[src/rtl/wb_commit_queue_pkg.sv]
// Shared constants and commit-entry type for the write-back commit queue.
// REG_T is listed so producers and the register file agree on its code; the queue passes it through untouched.
package wb_commit_queue_pkg;

    localparam int DATA_W = 16;
    localparam int REG_AW = 4;

    localparam logic [REG_AW-1:0] REG0  = 4'd0;
    localparam logic [REG_AW-1:0] REG_T = 4'd15;

    typedef struct packed {
        logic [REG_AW-1:0] dst;
        logic [DATA_W-1:0] data;
    } commit_entry_t;

endpackage

[src/rtl/wb_commit_queue_if.sv]
// Producer/issue inputs and register-file write-port outputs of the commit queue.
interface wb_commit_queue_if #(
    parameter int DATA_W = wb_commit_queue_pkg::DATA_W,
    parameter int REG_AW = wb_commit_queue_pkg::REG_AW
);
    logic                   IssueValid;
    logic [REG_AW-1:0]      IssueReg;
    logic                   AluValid;
    logic [REG_AW-1:0]      AluReg;
    logic [DATA_W-1:0]      AluData;
    logic                   MemValid;
    logic [REG_AW-1:0]      MemReg;
    logic [DATA_W-1:0]      MemData;
    logic                   InReady;
    logic                   RegWre;
    logic [REG_AW-1:0]      WriteReg;
    logic [DATA_W-1:0]      WriteData;
    logic [2**REG_AW-1:0]   Busy;
    logic                   Empty;

    modport master (
        output IssueValid, IssueReg, AluValid, AluReg, AluData, MemValid, MemReg, MemData,
        input  InReady, RegWre, WriteReg, WriteData, Busy, Empty
    );

    modport slave (
        input  IssueValid, IssueReg, AluValid, AluReg, AluData, MemValid, MemReg, MemData,
        output InReady, RegWre, WriteReg, WriteData, Busy, Empty
    );
endinterface

[src/rtl/wb_fifo2w1r.sv]
// Circular buffer taking up to two writes and one read per cycle; write port 0 lands ahead of port 1.
module wb_fifo2w1r
    import wb_commit_queue_pkg::*;
#(
    parameter  int DEPTH = 4,
    localparam int AW    = $clog2(DEPTH),
    localparam int CW    = AW + 1
)(
    input  logic          Clk,
    input  logic          Rst,
    input  logic          wrEn0,
    input  commit_entry_t wrData0,
    input  logic          wrEn1,
    input  commit_entry_t wrData1,
    input  logic          rdEn,
    output commit_entry_t rdData,
    output logic [CW-1:0] count
);

    commit_entry_t   mem [DEPTH];
    logic [AW-1:0]   wrPtr;
    logic [AW-1:0]   wrPtr1;
    logic [AW-1:0]   rdPtr;

    // Port 1 follows port 0 only when port 0 actually writes, so a lone entry never leaves a hole.
    assign wrPtr1 = wrPtr + AW'(wrEn0);
    assign rdData = mem[rdPtr];

    // Storage writes; nothing is written while reset is held.
    always_ff @(posedge Clk) begin
        if (Rst) begin
            if (wrEn0) mem[wrPtr]  <= wrData0;
            if (wrEn1) mem[wrPtr1] <= wrData1;
        end
    end

    // Pointer and occupancy update.
    always_ff @(posedge Clk) begin
        if (!Rst) begin
            wrPtr <= {AW{1'b0}};
            rdPtr <= {AW{1'b0}};
            count <= {CW{1'b0}};
        end else begin
            wrPtr <= wrPtr + AW'(wrEn0) + AW'(wrEn1);
            rdPtr <= rdPtr + AW'(rdEn);
            count <= count + CW'(wrEn0) + CW'(wrEn1) - CW'(rdEn);
        end
    end

endmodule

[src/rtl/wb_commit_queue.sv]
// Orders ALU and load results, drives one register-file write per cycle, and tracks pending writes per register.
module wb_commit_queue #(
    parameter int DATA_W = wb_commit_queue_pkg::DATA_W,
    parameter int REG_AW = wb_commit_queue_pkg::REG_AW,
    parameter int DEPTH  = 4
)(
    input  logic              Clk,
    input  logic              Rst,
    wb_commit_queue_if.slave  bus
);
    import wb_commit_queue_pkg::*;

    localparam int CW   = $clog2(DEPTH) + 1;
    localparam int NREG = 2 ** REG_AW;

    logic [CW-1:0]     count;
    logic              pop;
    logic              inReady;
    logic              memOk;
    logic              aluOk;
    commit_entry_t     memEntry;
    commit_entry_t     aluEntry;
    commit_entry_t     head;
    logic              regWre;
    logic [REG_AW-1:0] writeReg;
    logic [DATA_W-1:0] writeData;
    logic [NREG-1:0]   busy;
    logic [NREG-1:0]   busyNext;

    // Two free slots guarantee a dual enqueue is never split; valids arriving without them are dropped.
    assign inReady = (count <= CW'(DEPTH - 2));
    assign pop     = (count != {CW{1'b0}});
    assign memOk   = bus.MemValid && inReady && (bus.MemReg != REG0);
    assign aluOk   = bus.AluValid && inReady && (bus.AluReg != REG0);
    assign memEntry = '{dst: bus.MemReg, data: bus.MemData};
    assign aluEntry = '{dst: bus.AluReg, data: bus.AluData};

    // The load was issued earlier, so it takes write port 0.
    wb_fifo2w1r #(.DEPTH(DEPTH)) uFifo (
        .Clk     (Clk),
        .Rst     (Rst),
        .wrEn0   (memOk),
        .wrData0 (memEntry),
        .wrEn1   (aluOk),
        .wrData1 (aluEntry),
        .rdEn    (pop),
        .rdData  (head),
        .count   (count)
    );

    // Write-port register: address and data hold their last values when idle.
    always_ff @(posedge Clk) begin
        if (!Rst) begin
            regWre    <= 1'b0;
            writeReg  <= {REG_AW{1'b0}};
            writeData <= {DATA_W{1'b0}};
        end else if (pop) begin
            regWre    <= 1'b1;
            writeReg  <= head.dst;
            writeData <= head.data;
        end else begin
            regWre    <= 1'b0;
        end
    end

    // Scoreboard next state: a fresh issue overrides a same-cycle commit of that register.
    always_comb begin
        busyNext = busy;
        if (regWre) begin
            busyNext[writeReg] = 1'b0;
        end else begin
            busyNext = busy;
        end
        if (bus.IssueValid && (bus.IssueReg != REG0)) begin
            busyNext[bus.IssueReg] = 1'b1;
        end else begin
            busyNext[0] = 1'b0;
        end
        busyNext[0] = 1'b0;
    end

    // Scoreboard register.
    always_ff @(posedge Clk) begin
        if (!Rst) begin
            busy <= {NREG{1'b0}};
        end else begin
            busy <= busyNext;
        end
    end

    assign bus.InReady   = inReady;
    assign bus.RegWre    = regWre;
    assign bus.WriteReg  = writeReg;
    assign bus.WriteData = writeData;
    assign bus.Busy      = busy;
    assign bus.Empty     = (count == {CW{1'b0}}) && !regWre;

endmodule
[src/flat_wrapper.sv]
// flat-port wrapper written by rule: the top's interface ports become plain ports
module wb_commit_queue_flat import wb_commit_queue_pkg::*;
#(
    parameter int DATA_W = wb_commit_queue_pkg::DATA_W,
    parameter int REG_AW = wb_commit_queue_pkg::REG_AW,
    parameter int DEPTH  = 4
)
  (Clk, Rst, bus_IssueValid, bus_IssueReg, bus_AluValid, bus_AluReg, bus_AluData, bus_MemValid, bus_MemReg, bus_MemData, bus_InReady, bus_RegWre, bus_WriteReg, bus_WriteData, bus_Busy, bus_Empty);
  wb_commit_queue_if #(.DATA_W(DATA_W), .REG_AW(REG_AW)) bus_i ();
  input  logic Clk;
  input  logic Rst;
  input wire logic [$bits(bus_i.IssueValid)-1:0] bus_IssueValid;
  input wire logic [$bits(bus_i.IssueReg)-1:0] bus_IssueReg;
  input wire logic [$bits(bus_i.AluValid)-1:0] bus_AluValid;
  input wire logic [$bits(bus_i.AluReg)-1:0] bus_AluReg;
  input wire logic [$bits(bus_i.AluData)-1:0] bus_AluData;
  input wire logic [$bits(bus_i.MemValid)-1:0] bus_MemValid;
  input wire logic [$bits(bus_i.MemReg)-1:0] bus_MemReg;
  input wire logic [$bits(bus_i.MemData)-1:0] bus_MemData;
  output wire logic [$bits(bus_i.InReady)-1:0] bus_InReady;
  output wire logic [$bits(bus_i.RegWre)-1:0] bus_RegWre;
  output wire logic [$bits(bus_i.WriteReg)-1:0] bus_WriteReg;
  output wire logic [$bits(bus_i.WriteData)-1:0] bus_WriteData;
  output wire logic [$bits(bus_i.Busy)-1:0] bus_Busy;
  output wire logic [$bits(bus_i.Empty)-1:0] bus_Empty;
  assign bus_i.IssueValid = bus_IssueValid;
  assign bus_i.IssueReg = bus_IssueReg;
  assign bus_i.AluValid = bus_AluValid;
  assign bus_i.AluReg = bus_AluReg;
  assign bus_i.AluData = bus_AluData;
  assign bus_i.MemValid = bus_MemValid;
  assign bus_i.MemReg = bus_MemReg;
  assign bus_i.MemData = bus_MemData;
  assign bus_InReady = bus_i.InReady;
  assign bus_RegWre = bus_i.RegWre;
  assign bus_WriteReg = bus_i.WriteReg;
  assign bus_WriteData = bus_i.WriteData;
  assign bus_Busy = bus_i.Busy;
  assign bus_Empty = bus_i.Empty;
  wb_commit_queue #(.DATA_W(DATA_W), .REG_AW(REG_AW), .DEPTH(DEPTH)) u_core (.Clk(Clk), .Rst(Rst), .bus(bus_i));
endmodule
[config.mk]
export PLATFORM = sky130hd
export DESIGN_NAME = wb_commit_queue_flat
export DESIGN_NICKNAME = d
export VERILOG_FILES = /design/src/rtl/wb_commit_queue_pkg.sv /design/src/rtl/wb_commit_queue_if.sv /design/src/rtl/wb_fifo2w1r.sv /design/src/rtl/wb_commit_queue.sv /design/src/flat_wrapper.sv
export SDC_FILE = /design/constraint.sdc
export NUM_CORES = 1
export LEC_CHECK = 0
export BUFFER_PORTS_ARGS = -buffer_cell sky130_fd_sc_hd__buf_2
export CORE_ASPECT_RATIO = 0.8
export CORE_MARGIN = 8
export CORE_UTILIZATION = 45
export CTS_CLUSTER_DIAMETER = 30
export DETAILED_ROUTE_END_ITERATION = 10
export PLACE_DENSITY = 0.74
export SYNTH_ARGS = -nofsm -noshare
export SYNTH_HDL_FRONTEND = slang
export SYNTH_HIERARCHICAL = 1
export SYNTH_SLANG_ARGS = --single-unit
[constraint.sdc]
create_clock -name Clk -period 4.68 [get_ports Clk]
set_clock_uncertainty 0.2 [all_clocks]
set_input_delay 0.936 -clock Clk [delete_from_list [all_inputs] [get_ports Clk]]
set_output_delay 0.936 -clock Clk [all_outputs]
set_load 0.02 [all_outputs]
; Word level (Yosys, flattened, before mapping)
; Memory sizes are Yosys's and may differ from the RTL's. A register that Yosys moved wholly into a read port is not among the register bits.
; Cells that the tools add are included.
[classes]
add_sub_neg = 6
n_lt_le_gt_ge = 5
n_mux = 13
bitwise = 3
reduce_logical = 15
[op_table]
columns = cell, count
row1 = AND 16 bit, 1
row2 = two-way mux 16 bit, 1
row3 = NOT 16 bit, 1
row4 = OR 16 bit, 1
row5 = two-way mux 15 bit, 1
row6 = nonzero test 4 bit, 3
row7 = "< comparator 4 x 5 -> 1 bit, second input constant", 2
row8 = two-way mux 1 bit, 9
row9 = demux 1 bit (select 4 bit), 2
row10 = "greater-or-equal comparator 4 x 1 -> 1 bit, second input constant", 2
row11 = logical AND 1 bit, 8
row12 = adder 2 x 1 -> 2 bit, 3
row13 = adder 3 x 1 -> 3 bit, 2
row14 = "less-or-equal comparator 3 x 2 -> 1 bit, second input constant", 1
row15 = zero test 3 bit, 1
row16 = nonzero test 3 bit, 1
row17 = subtractor 3 x 1 -> 3 bit, 1
row18 = zero test 1 bit, 2
[totals]
regBits = 24
ramBits = 80
in_bits = 49
out_inout_bits = 39
elab_cells = 49
mem_count = 1
[memory_table]
columns = name, words, width, rd, rd_clocked_by_memory_dff, wr, line
row1 = u_core.uFifo.mem, 4, 20, 1, 1, 2, wb_fifo2w1r.sv:20  ; commit_entry_t mem [DEPTH];

; Logic depth before layout (Yosys ltp)
[logic_depth]
depth_word = 9
ltp_mapped = 9
ltp_nobuf = 9

; Cells and area by module
; The synthesis kept the hierarchy.
[by_module_without_submodules]
columns = module, instances, cells_per_inst, area_per_inst_um2, seq_area_each_um2
row1 = wb_fifo2w1r, 1, 236, 4250.3, 2542.4
row2 = wb_commit_queue, 1, 165, 1470.2, 720.7

; Worst setup path after synthesis
; Ideal clock, no wire load.
[synth_path]
path_type = input to register
start = input port bus_MemReg[1]
end = memory u_core/uFifo/mem[1][0] (netlist name), enable pin
setup_time_ns = 0.405
arrival_ns = 3.198
required_time_ns = 4.075
slack_ns = 0.878
path_stages = 5
path_buffers = 0
path_cell_list = or4_1 and3_1 ha_1 nand3_1 o22ai_1
[synth_lines]
columns = element, line
row1 = from (decl), flat_wrapper.sv:18  ; input wire logic [$bits(bus_i.MemReg)-1:0] bus_MemReg;
row2 = to (decl), wb_fifo2w1r.sv:20

==> results.md <==
- Adding up every negative setup slack in the final design gives 0 ps.
- The post-layout net count is 550.
- Sequential elements use 57.0% of the synthesized area.
- The number of cells on the worst hold path is 2.
- Subtracting the final worst setup slack from the clock period gives 3520 ps.
- The worst hold path terminates at u_core/bus.WriteData[10]$_SDFFE_PN0P_.
- The commonest non-fill, non-tap cell in the layout is buf_2.
- The setup slack of the most critical reg-to-reg path is about 1600 ps.
- The per-cell via count in the routed design is around 5.4.
- The total area inside the core boundary comes to roughly 0.013 sq mm.
- Entering global routing, the biggest net connects 33 pins.
- The remaining antenna violation count is 0.
- The total power density per cell area is slightly below 600 mW/mm^2.
- The count of flip-flops with a built-in enable after synthesis is 80.
- The top cell types in the final layout, fill and taps aside, are buf_2 (86), edfxtp_1 (80), mux2_2 (79).
- The worst-margin pin slew is ~1200 ps.
- The final hold violation count is 0.
- The critical path data arrival time is around 3500 ps.
- The final hold slack is about 240 ps.
- For this run, design rule violations remaining after detail routing come to 0.
- The static leakage power is ~0.0026 uW.
- The final-report max-slew violation count is 0.
- The required time of the critical path is about 4600 ps.
- The antenna diode count is 0.
- The routability congestion estimate from global placement is between 0.8 and 0.9.
- The run finished with clean final reports.
- The setup slack after layout is 1160 ps.
- For this run, the number of Yosys warnings is 6.
- The area of the mapped netlist is ~0.0057 sq mm.
- The startpoint of the most critical setup path is bus_MemReg[1].
- The post-synthesis register bit count is 123.
- Setup repair after global routing left no endpoint under its margin.
- The initial antenna violation count came to 0.
- For this design, the slowest cell found on the critical path is or4_1.
- The TritonCTS clock tree is yes.
- The full die area is about 0.017 sq mm.
- The category of the most critical setup path is in -> reg.
- The startpoint class of the critical path is an input pin.
- The hold path startpoint is u_core/bus.WriteData[10]$_SDFFE_PN0P_.
- The detailed router placed about 3.7k vias in this run.
- The final-layout fill cell count is 1018.
- The achievable frequency is 284 MHz.
- The first global-routing pass estimated between 20000 and 25000 microns of wire.
- The die outline width is between 100 and 150 microns.
- The length of the first detailed-routing pass in iterations is 4.
- Compared with the post-synthesis result, the final layout area differs by 22.2%.
- CTS built an H-tree with a depth of 4.
- In this run the tightest slew margin relative to its limit is a little over a fifth.
- The setup slack after placement is roughly 760 ps.
- The flip-flop cell with the highest count after synthesis is edfxtp_1.
- In this run the core area contains 37 standard-cell rows.
- Of the available clock period, the critical path in the final layout requires 75.2%.
- The total routed wirelength is 13500 microns.
- The height of the die is between 100 and 150 microns.
- The clock transition at the registers of the reported paths is about 60 ps.
- Global routing finished with a remaining overflow of 0.
- In this run, CTS created clock tree buffers numbering 17.
- The logic depth of the worst register-to-register path is 7.
- The sort of element at the end of the critical path is a flip-flop.
- The delay of the slowest cell on the worst path is about 500 ps.
- The global-route total usage across every layer is between 10% and 20%.
- After the first detailed-routing iteration, the DRC count stood at 226.
- Max-cap violations in this run came to 0.
- The effective utilization at floorplan is between 40% and 50%.
- about 90 I/O pins were placed.
- Of all nets on the critical path, the largest fanout is 14.
- The maximum root-to-sink buffer count is 2.
- The tree built by TritonCTS fans out to 123 sinks.
- In this run the critical register-to-register path is captured at u_core/uFifo/mem[2][11]$_DFFE_PP_.
- A synthesized cell averages approximately 14 sq um.
- In this run the critical register-to-register path is launched from u_core/uFifo/count[0]$_SDFF_PN0_.
- The classification of the worst-slack hold path is reg -> reg.
- The number of gates resized after CTS was 0.
- Counting flops with an async set or reset pin after synthesis yields a share of 0%.
- Across the VDD grid, the largest voltage drop is around 0.33 mV.
- The number of instances in the synthesized netlist is 401.
- The number of setup buffers added after CTS is 0.
- The insertion delay to the later sink of the worst-skew pair is 410 ps.
- When the netlist entered floorplanning its net count stood at around 460.
- Synthesis instantiated between 40 and 50 different standard cells from the library.
- The final count of negative-setup-slack endpoints is 0.
- Clock tree synthesis selected as its root buffer the cell clkbuf_16.
- The number of hold buffers added after CTS was 0.
- The half-perimeter wire length after detailed placement is 8920 microns.
- The fraction of final layout cells sized beyond drive strength 1 is between 40% and 50%.
- The via count of the first global-routing pass is 3965.
- Port buffering added between 80 and 90 buffers.
- Dividing the detail-routed wire length by the instance count gives about 20 microns.
- Traced cell by cell, the critical path runs through buf_2, or4_1, and3_1, ha_1, xnor2_1, nor3_4, buf_4, mux2_2.
[per-stage QoR]
stage	cells	total power, uW	utilization [%]	cell area [sq um]
after floorplan	401	2430	-	5720
after global placement	651	2800	50.5	6380
after detailed placement	651	2850	50.5	6380
after CTS	683	4200	55.3	6990
after global routing	683	4370	55.3	6990
final	683	4160	55.3	6990
[power breakdown]
part	internal [uW]	switching (uW)	total, uW	leakage (uW)
clock	877	465	1340	0.000299
combinational	538	702	1240	0.00122
sequential	1420	160	1580	0.00108
total	2830	1330	4160	0.00260
[state kept, by name, indices dropped and copies added, names as in the netlist]
| signal | flops |
|---|---|
| u_core/uFifo/wrPtr | 2 |
| u_core/bus.WriteReg | 4 |
| u_core/bus.RegWre | 1 |
| u_core/uFifo/count | 3 |
| u_core/bus.Busy | 15 |
| u_core/uFifo/rdPtr | 2 |
| u_core/bus.WriteData | 16 |
| u_core/uFifo/mem | 80 |
[worst max-delay path: cells and delay by family]
family	cells	cell delay, ps
multiplexers	1	370
adder cells (fa/ha/maj)	1	260
AND/OR/NAND/NOR	3	1190
buffers and inverters	2	460
XOR/XNOR	1	250
[cell usage after synthesis, types with 2 or more instances]
master,instances,area (sq um)
edfxtp_1,80,2400
mux2_2,79,890
nand2_1,45,169
dfxtp_1,43,861
a21boi_1,20,150
mux4_2,20,450
buf_2,14,70.1
o211ai_1,9,67.6
o21ai_0,9,45.0
and2_1,8,50.1
inv_1,6,22.5
nand3b_1,6,45.0
nand3_1,5,25.0
ha_1,4,50.1
buf_4,3,22.5
clkbuf_1,3,11.3
nor2_1,3,11.3
o21ai_1,3,15.0
o311ai_1,3,26.3
xnor2_1,3,26.3
xor2_1,3,26.3
a32o_1,2,20.0
a41o_1,2,20.0
and3_1,2,12.5
buf_1,2,7.51
buf_6,2,22.5
fa_1,2,40.0
nand2b_1,2,12.5
nor2b_1,2,12.5
nor3_2,2,20.0
o22ai_1,2,12.5
or4_1,2,15.0
[per-layer routing]
metal / vias up / share of wire, % / GRT usage [%]
li1: 1714 / - / -
met1: 1823 / 42 / 20.3
met2: 113 / 50 / 28.7
met3: 13 / 7.0 / 5.23
met4: 0 / 1.0 / 6.92
met5: - / 0 / 0
[layout make-up]
cell class              instances  area [sq um]  area share [%]
flip-flops and latches        123          3260            46.7
multi-input cells             247          2330            33.3
repair buffers                 99           541            7.74
clock buffers                  21           470            6.73
well taps                     175           219            3.13
clock inverters                11           141            2.02
inverters                       7          26.3           0.376
[how the worst max path moves through the flow]
stage | endpoint | depth (start not counted) | slack, ps
2_1_floorplan | u_core/uFifo/mem[1][0]$_DFFE_PP_ | 5 | 880
3_3_place_gp | u_core/uFifo/mem[2][11]$_DFFE_PP_ | 8 | 830
3_5_place_dp | u_core/uFifo/mem[2][16]$_DFFE_PP_ | 8 | 760
4_1_cts | u_core/uFifo/mem[2][11]$_DFFE_PP_ | 8 | 1190
5_1_grt | u_core/uFifo/mem[2][16]$_DFFE_PP_ | 8 | 1050
6_report | u_core/uFifo/mem[2][11]$_DFFE_PP_ | 8 | 1160
[kinds of logic (layout without fill, tap and decap cells)]
kind of cell    Yosys count  after routing  share of synthesized area [%]
compound gates           53             53                           6.58
flops                   123            123                           57.0
other cells               1              1                         0.0656
xor+xnor                  6              6                          0.919
fa+ha+maj                 6              6                           1.57
buf+inv                  31            138                           2.80
mux                     100            100                           23.6
simple gates             81             81                           7.39
Note: power is estimated with default switching activity, not from simulation.
